## config.mk

```make
export PLATFORM = sky130hd
export DESIGN_NAME = pc_sequencer_flat
export DESIGN_NICKNAME = d
export VERILOG_FILES = /design/src/rtl/pc_pkg.sv /design/src/rtl/pc_sequencer_if.sv /design/src/rtl/pc_ras.sv /design/src/rtl/pc_sequencer.sv /design/src/flat_wrapper.sv
export SDC_FILE = /design/constraint.sdc
export NUM_CORES = 1
export LEC_CHECK = 0
export CORE_MARGIN = 4
export CORE_UTILIZATION = 56
export CTS_CLUSTER_DIAMETER = 30
export CTS_CLUSTER_SIZE = 8
export DETAILED_ROUTE_END_ITERATION = 6
export PLACE_DENSITY = 0.81
export SLEW_MARGIN = 15
export SYNTH_ARGS = -nofsm -noshare
export SYNTH_HDL_FRONTEND = slang
export SYNTH_SLANG_ARGS = --single-unit
```

## constraint.sdc

```tcl
create_clock -name i_clk -period 3.2 [get_ports i_clk]
set_input_delay 0.64 -clock i_clk [delete_from_list [all_inputs] [get_ports i_clk]]
set_output_delay 0.64 -clock i_clk [all_outputs]
set_load 0.01 [all_outputs]
```

## src/rtl/pc_pkg.sv

```systemverilog
// Shared types and defaults for the fetch-stage program counter.
package pc_pkg;

  localparam int PC_ADDR_W_DEF    = 16;
  localparam int PC_RAS_DEPTH_DEF = 4;

  // One action per cycle, chosen by the priority decode in pc_sequencer.
  typedef enum logic [2:0] {
    OP_HOLD,
    OP_STALL,
    OP_CALL,
    OP_RET,
    OP_LOAD,
    OP_BRANCH,
    OP_INC
  } pc_op_e;

endpackage

```

## src/rtl/pc_sequencer_if.sv

```systemverilog
// Command/status bundle between the fetch controller and pc_sequencer.
// pc_fault exists only when PC_BOUNDS_CHECK_EN is defined.
interface pc_sequencer_if #(
  parameter int ADDR_W = pc_pkg::PC_ADDR_W_DEF
);
  logic [ADDR_W-1:0] bin;
  logic              wr;
  logic              inc;
  logic              br;
  logic [ADDR_W-1:0] br_off;
  logic              call;
  logic              ret;
  logic              stall;
  logic [ADDR_W-1:0] imaddr;
  logic              ras_empty;
  logic              ras_full;
  logic              ras_err;
`ifdef PC_BOUNDS_CHECK_EN
  logic              pc_fault;
`endif

  modport master (
    output bin, wr, inc, br, br_off, call, ret, stall,
    input  imaddr, ras_empty, ras_full, ras_err
`ifdef PC_BOUNDS_CHECK_EN
    , input pc_fault
`endif
  );

  modport slave (
    input  bin, wr, inc, br, br_off, call, ret, stall,
    output imaddr, ras_empty, ras_full, ras_err
`ifdef PC_BOUNDS_CHECK_EN
    , output pc_fault
`endif
  );
endinterface

```

## src/rtl/pc_ras.sv

```systemverilog
// Return-address LIFO: synchronous push/pop, full/empty decoded from sp,
// and a one-cycle error pulse on push-when-full or pop-when-empty.
module pc_ras #(
  parameter int W     = 16,
  parameter int DEPTH = 4,
  localparam int IDX_W = $clog2(DEPTH),
  localparam int SP_W  = IDX_W + 1
) (
  input  logic         i_clk,
  input  logic         i_rst,
  input  logic         i_push,
  input  logic         i_pop,
  input  logic [W-1:0] i_din,
  output logic [W-1:0] o_top,
  output logic         o_empty,
  output logic         o_full,
  output logic         o_err
);

  logic [W-1:0]    r_mem [DEPTH];
  logic [SP_W-1:0] r_sp;
  logic [IDX_W-1:0] w_wr_idx, w_top_idx;

  assign w_wr_idx  = IDX_W'(r_sp);
  assign w_top_idx = IDX_W'(r_sp - 1'b1);
  assign o_top     = r_mem[w_top_idx];
  assign o_empty   = (r_sp == '0);
  assign o_full    = (r_sp == SP_W'(DEPTH));
  assign o_err     = (i_push && o_full) || (i_pop && o_empty);

  always_ff @(posedge i_clk) begin
    if (i_rst)                   r_sp <= '0;
    else if (i_push && !o_full)  r_sp <= r_sp + 1'b1;
    else if (i_pop && !o_empty)  r_sp <= r_sp - 1'b1;
  end

  // Entries need no reset: sp alone decides which ones are live.
  always_ff @(posedge i_clk) begin
    if (!i_rst && i_push && !o_full) r_mem[w_wr_idx] <= i_din;
  end

endmodule

```

## src/rtl/pc_sequencer.sv

```systemverilog
// Fetch-stage PC: priority decode, PC register, return-address stack, sticky
// flags. PC_BOUNDS_CHECK_EN adds IMEM_WORDS and the sticky pc_fault output.
module pc_sequencer
  import pc_pkg::*;
#(
  parameter int ADDR_W    = PC_ADDR_W_DEF,
  parameter int INC_STEP  = 1,
  parameter int RESET_VEC = 0,
  parameter int RAS_DEPTH = PC_RAS_DEPTH_DEF
`ifdef PC_BOUNDS_CHECK_EN
  , parameter int IMEM_WORDS = 1024
`endif
) (
  input  logic           i_clk,
  input  logic           i_rst,
  pc_sequencer_if.slave  bus
);

  localparam logic [ADDR_W-1:0] STEP   = ADDR_W'(INC_STEP);
  localparam logic [ADDR_W-1:0] RST_PC = ADDR_W'(RESET_VEC);

  pc_op_e            w_op;
  logic [ADDR_W-1:0] r_pc, w_pc_nxt, w_ras_top;
  logic              w_ras_empty, w_ras_full, w_ras_err;
  logic              r_err;

  always_comb begin
    w_op = OP_HOLD;
    if      (bus.stall) w_op = OP_STALL;
    else if (bus.call)  w_op = OP_CALL;
    else if (bus.ret)   w_op = OP_RET;
    else if (bus.wr)    w_op = OP_LOAD;
    else if (bus.br)    w_op = OP_BRANCH;
    else if (bus.inc)   w_op = OP_INC;
  end

  // Adders wrap modulo 2^ADDR_W; an underflowing ret leaves the PC alone.
  always_comb begin
    w_pc_nxt = r_pc;
    case (w_op)
      OP_CALL:   w_pc_nxt = bus.bin;
      OP_RET:    if (!w_ras_empty) w_pc_nxt = w_ras_top;
      OP_LOAD:   w_pc_nxt = bus.bin;
      OP_BRANCH: w_pc_nxt = r_pc + bus.br_off;
      OP_INC:    w_pc_nxt = r_pc + STEP;
      default:   w_pc_nxt = r_pc;
    endcase
  end

  pc_ras #(.W(ADDR_W), .DEPTH(RAS_DEPTH)) u_ras (
    .i_clk   (i_clk),
    .i_rst   (i_rst),
    .i_push  (w_op == OP_CALL),
    .i_pop   (w_op == OP_RET),
    .i_din   (r_pc + STEP),
    .o_top   (w_ras_top),
    .o_empty (w_ras_empty),
    .o_full  (w_ras_full),
    .o_err   (w_ras_err)
  );

  always_ff @(posedge i_clk) begin
    if (i_rst) begin
      r_pc  <= RST_PC;
      r_err <= 1'b0;
    end else begin
      r_pc <= w_pc_nxt;
      if (w_ras_err) r_err <= 1'b1;
    end
  end

  assign bus.imaddr    = r_pc;
  assign bus.ras_empty = w_ras_empty;
  assign bus.ras_full  = w_ras_full;
  assign bus.ras_err   = r_err;

`ifdef PC_BOUNDS_CHECK_EN
  logic r_fault;
  logic w_oob;

  assign w_oob = ({1'b0, w_pc_nxt} >= (ADDR_W+1)'(IMEM_WORDS));

  always_ff @(posedge i_clk) begin
    if (i_rst)                                             r_fault <= 1'b0;
    else if (w_op != OP_HOLD && w_op != OP_STALL && w_oob) r_fault <= 1'b1;
  end

  assign bus.pc_fault = r_fault;
`endif

endmodule

```

## src/flat_wrapper.sv

```systemverilog
// flat-port wrapper written by rule: the top's interface ports become plain ports
module pc_sequencer_flat import pc_pkg::*;
#(
  parameter int ADDR_W    = PC_ADDR_W_DEF,
  parameter int INC_STEP  = 1,
  parameter int RESET_VEC = 0,
  parameter int RAS_DEPTH = PC_RAS_DEPTH_DEF

)
  (i_clk, i_rst, bus_bin, bus_wr, bus_inc, bus_br, bus_br_off, bus_call, bus_ret, bus_stall, bus_imaddr, bus_ras_empty, bus_ras_full, bus_ras_err);
  pc_sequencer_if #(.ADDR_W(ADDR_W)) bus_i ();
  input  logic i_clk;
  input  logic i_rst;
  input wire logic [$bits(bus_i.bin)-1:0] bus_bin;
  input wire logic [$bits(bus_i.wr)-1:0] bus_wr;
  input wire logic [$bits(bus_i.inc)-1:0] bus_inc;
  input wire logic [$bits(bus_i.br)-1:0] bus_br;
  input wire logic [$bits(bus_i.br_off)-1:0] bus_br_off;
  input wire logic [$bits(bus_i.call)-1:0] bus_call;
  input wire logic [$bits(bus_i.ret)-1:0] bus_ret;
  input wire logic [$bits(bus_i.stall)-1:0] bus_stall;
  output wire logic [$bits(bus_i.imaddr)-1:0] bus_imaddr;
  output wire logic [$bits(bus_i.ras_empty)-1:0] bus_ras_empty;
  output wire logic [$bits(bus_i.ras_full)-1:0] bus_ras_full;
  output wire logic [$bits(bus_i.ras_err)-1:0] bus_ras_err;
  assign bus_i.bin = bus_bin;
  assign bus_i.wr = bus_wr;
  assign bus_i.inc = bus_inc;
  assign bus_i.br = bus_br;
  assign bus_i.br_off = bus_br_off;
  assign bus_i.call = bus_call;
  assign bus_i.ret = bus_ret;
  assign bus_i.stall = bus_stall;
  assign bus_imaddr = bus_i.imaddr;
  assign bus_ras_empty = bus_i.ras_empty;
  assign bus_ras_full = bus_i.ras_full;
  assign bus_ras_err = bus_i.ras_err;
  pc_sequencer #(.ADDR_W(ADDR_W), .INC_STEP(INC_STEP), .RESET_VEC(RESET_VEC), .RAS_DEPTH(RAS_DEPTH)) u_core (.i_clk(i_clk), .i_rst(i_rst), .bus(bus_i));
endmodule
```

==> out/results.txt <==
drt drc -> 0
core box area -> 7810 sq um
Worst Hold Depth -> 2
Vias -> 3,442
hold_buf cts -> 0
first-pass GRT wire length -> 17,900 microns
row count -> 32
Synth async-reset ratio -> 0
Worst Path Arrival -> 2.97 ns
Pleak -> 1.95 nW
total grt overflow -> 0
hold crit path type -> flip-flop to flip-flop
slew margin rel. -> 0.260
power per cell area -> 468 nW/um^2
R2R depth -> 11
fillers -> 570
CTS tree -> built
clk root buf -> clkbuf_8
Req. time, crit path -> 3.47 ns
Seq/Total Area, Yosys -> 0.512
Mapped Area -> 4540 sq um
post-synthesis xor/xnor area fraction -> 0.0576
worst-case clock buffer depth -> 2
cell taking the most area after synthesis -> edfxtp_1
Max-Cap Viols -> 0
routed len/inst -> 20.1 microns
met3 usage -> 0.0479
top cells by area, synth -> edfxtp_1 (42%), dfxtp_1 (8.8%), mux4_2 (7.9%)
vias in the first global route -> 3,466
Post-synth top flop -> edfxtp_1
Pins Over Slew Limit -> 0
Post-Synth Simple-Gate Area -> 0.119
Crit. End Element -> flip-flop
Area Growth Syn to Fin -> 20.6%
total length of routed wires -> 11,100 microns
FMAX -> 0.370 GHz
die area -> 9610 sq um
startpoint types -> primary input
Synth cell types -> 53
largest family of logic cells by synthesized area -> compound AO/OA/AOI/OAI gates
IO Port Bufs -> 58
met2 Use GR -> 0.410
antenna-violating nets left -> 0
initial antenna violation count -> 0
Synth Area in Compound Gates -> 0.136
EDFF count, synth -> 64
Ports -> 59
mux contribution to synthesized area -> 0.0816
drt first-iter violations -> 234
post-cts gate resize count -> 0
post-route clock skew -> 0.0125 ns
crit share post-route -> 0.845
first-pass detailed-route iteration total -> 5
Post-layout nets -> 507
met1 Use GR -> 0.307
hpwl dp -> 8040 microns
post-DR vias/cell -> 6.24
Yosys reg bits -> 84
Yosys top cell area share -> 0.423
Synth Warn # -> 0
endpoints failing hold -> 0
share of cells above drive strength 1 -> 0.122
Synth Area in Adders -> 0.0623
Syn Nets -> 444
Die W -> 98.0 microns
Inserted Clock Buffers -> 9
setup_tns -> 0 ns
largest net degree at the start of global routing -> 23
RSZ-0062 raised after global routing -> no
Worst Tran Pin Value -> 1.11 ns
IR drop worst, VDD -> 0.000369 V
Die Ht -> 98.0 microns
Clock transition at path regs -> 0.09 ns
GRT Total Usage -> 0.238
CP max FO -> 3
n_diodes -> 0
status -> finished, final reports clean
most used routing layer -> met2
Final min period -> 2.70 ns
Cells after Synth -> 382
GP Congestion -> 0.876
Clk Latency, worst-skew pair -> 0.35 ns
Core Util, Final -> 0.701
critical path type -> primary input to flip-flop
Post-CTS Setup Bufs -> 0
Avg Inst Size Synth -> 11.9 sq um
Initial Util -> 0.581
H-tree depth -> 3
setup violators final -> 0
# clock sinks -> 84
## worst paths after layout
path	from	endpoint	slack (ns)
worst max-delay path	bus_br_off[0]	u_core.bus.imaddr[10]$_SDFFE_PP0P_	0.50
worst min-delay path	u_core.bus.ras_err$_SDFFE_PP0P_	u_core.bus.ras_err$_SDFFE_PP0P_	0.50
worst max register to register	u_core.bus.imaddr[0]$_SDFFE_PP0P_	u_core.bus.imaddr[10]$_SDFFE_PP0P_	0.73
worst min register to register	u_core.bus.ras_err$_SDFFE_PP0P_	u_core.bus.ras_err$_SDFFE_PP0P_	0.50
## state kept, by name (all words and copies together), names as in the netlist
| signal | flops |
|---|---|
| u_core.bus.imaddr | 16 |
| u_core.bus.ras_err | 1 |
| u_core.u_ras.r_mem | 64 |
| u_core.u_ras.r_sp | 3 |
## cell usage in the layout, fill, tap and decap left out, drive strengths merged, types with 2 or more instances in the layout
cell type       n
nor3            6
nand3          15
o21ai          12
a311oi          5
and2            5
edfxtp         64
a21oi          22
o21bai          5
clkinv          3
inv            14
a31oi           6
o22ai           2
nor2b           2
and4            2
clkdlybuf4s50  58
o221ai          2
nand2          35
a221oi          7
ha             21
nor3b           3
nand4           6
buf            15
a211oi          2
nor2           21
xnor2          20
a21o            6
o211ai          2
a31o            2
clkbuf          9
a221o           5
and3            6
mux4           16
xor2            9
a22oi           2
dfxtp          20
a222oi          4
## synth_stat cells (7+ instances only)
| cell | number |
|---|---|
| a21oi_1 | 22 |
| a221oi_1 | 7 |
| clkbuf_1 | 14 |
| dfxtp_1 | 20 |
| edfxtp_1 | 64 |
| ha_1 | 21 |
| inv_1 | 12 |
| mux4_2 | 16 |
| nand2_1 | 35 |
| nand3_1 | 14 |
| nor2_1 | 21 |
| o21ai_0 | 12 |
| xnor2_1 | 19 |
| xor2_1 | 9 |
## report_power, final
group	internal, W	switching [W]	total (W)
Sequential	0.00122	0.0000382	0.00125
Clock	0.000373	0.000399	0.000771
Combinational	0.000258	0.000280	0.000538
## critical path, cell delays in order
cell,delay (ns)
clkdlybuf4s50_1,0.45
ha_1,0.17
inv_1,0.06
fa_1,0.40
nor2b_1,0.23
o2111ai_1,0.21
nand2_1,0.18
a21oi_1,0.11
o31ai_1,0.21
a31oi_1,0.06
a311oi_1,0.25
## area by class of cell
type / instances / area (sq um) / share of cell area
flip-flops and latches: 84 / 2320 / 0.424
multi-input cells: 265 / 2080 / 0.380
clock buffers: 9 / 124 / 0.0226
inverters: 12 / 45.0 / 0.00823
clock inverters: 7 / 83.8 / 0.0153
repair buffers: 73 / 693 / 0.127
well taps: 102 / 128 / 0.0233
## cell families after synthesis
family / Yosys count
adders and majority gates: 22
buffers and inverters: 33
and+or+nand+nor: 108
xor gates and xnor gates: 29
AOI/OAI and AO/OA: 89
DFF: 84
muxes: 17
## layer usage
| metal | up-vias | wire length, microns | share of wire |
|---|---|---|---|
| met5 | - | 0 | 0 |
| met4 | 0 | 164 | 0.015 |
| met3 | 12 | 623 | 0.056 |
| met2 | 136 | 5580 | 0.50 |
| met1 | 1696 | 4720 | 0.43 |
| li1 | 1598 | - | - |
## metrics by stage
| stage | total power [W] | std cells | setup WS, ns | hold slack (ns) | area (sq um) |
|---|---|---|---|---|---|
| floorplan | 0.00160 | 382 | 0.475 | 0.505 | 4540 |
| global placement | 0.00180 | 536 | 0.272 | 0.453 | 5270 |
| detailed placement | 0.00181 | 536 | 0.155 | 0.490 | 5270 |
| CTS | 0.00257 | 552 | 0.524 | 0.507 | 5470 |
| global route | 0.00268 | 552 | 0.346 | 0.562 | 5470 |
| finish | 0.00256 | 552 | 0.497 | 0.499 | 5470 |
(Power assumes the default switching activity.)
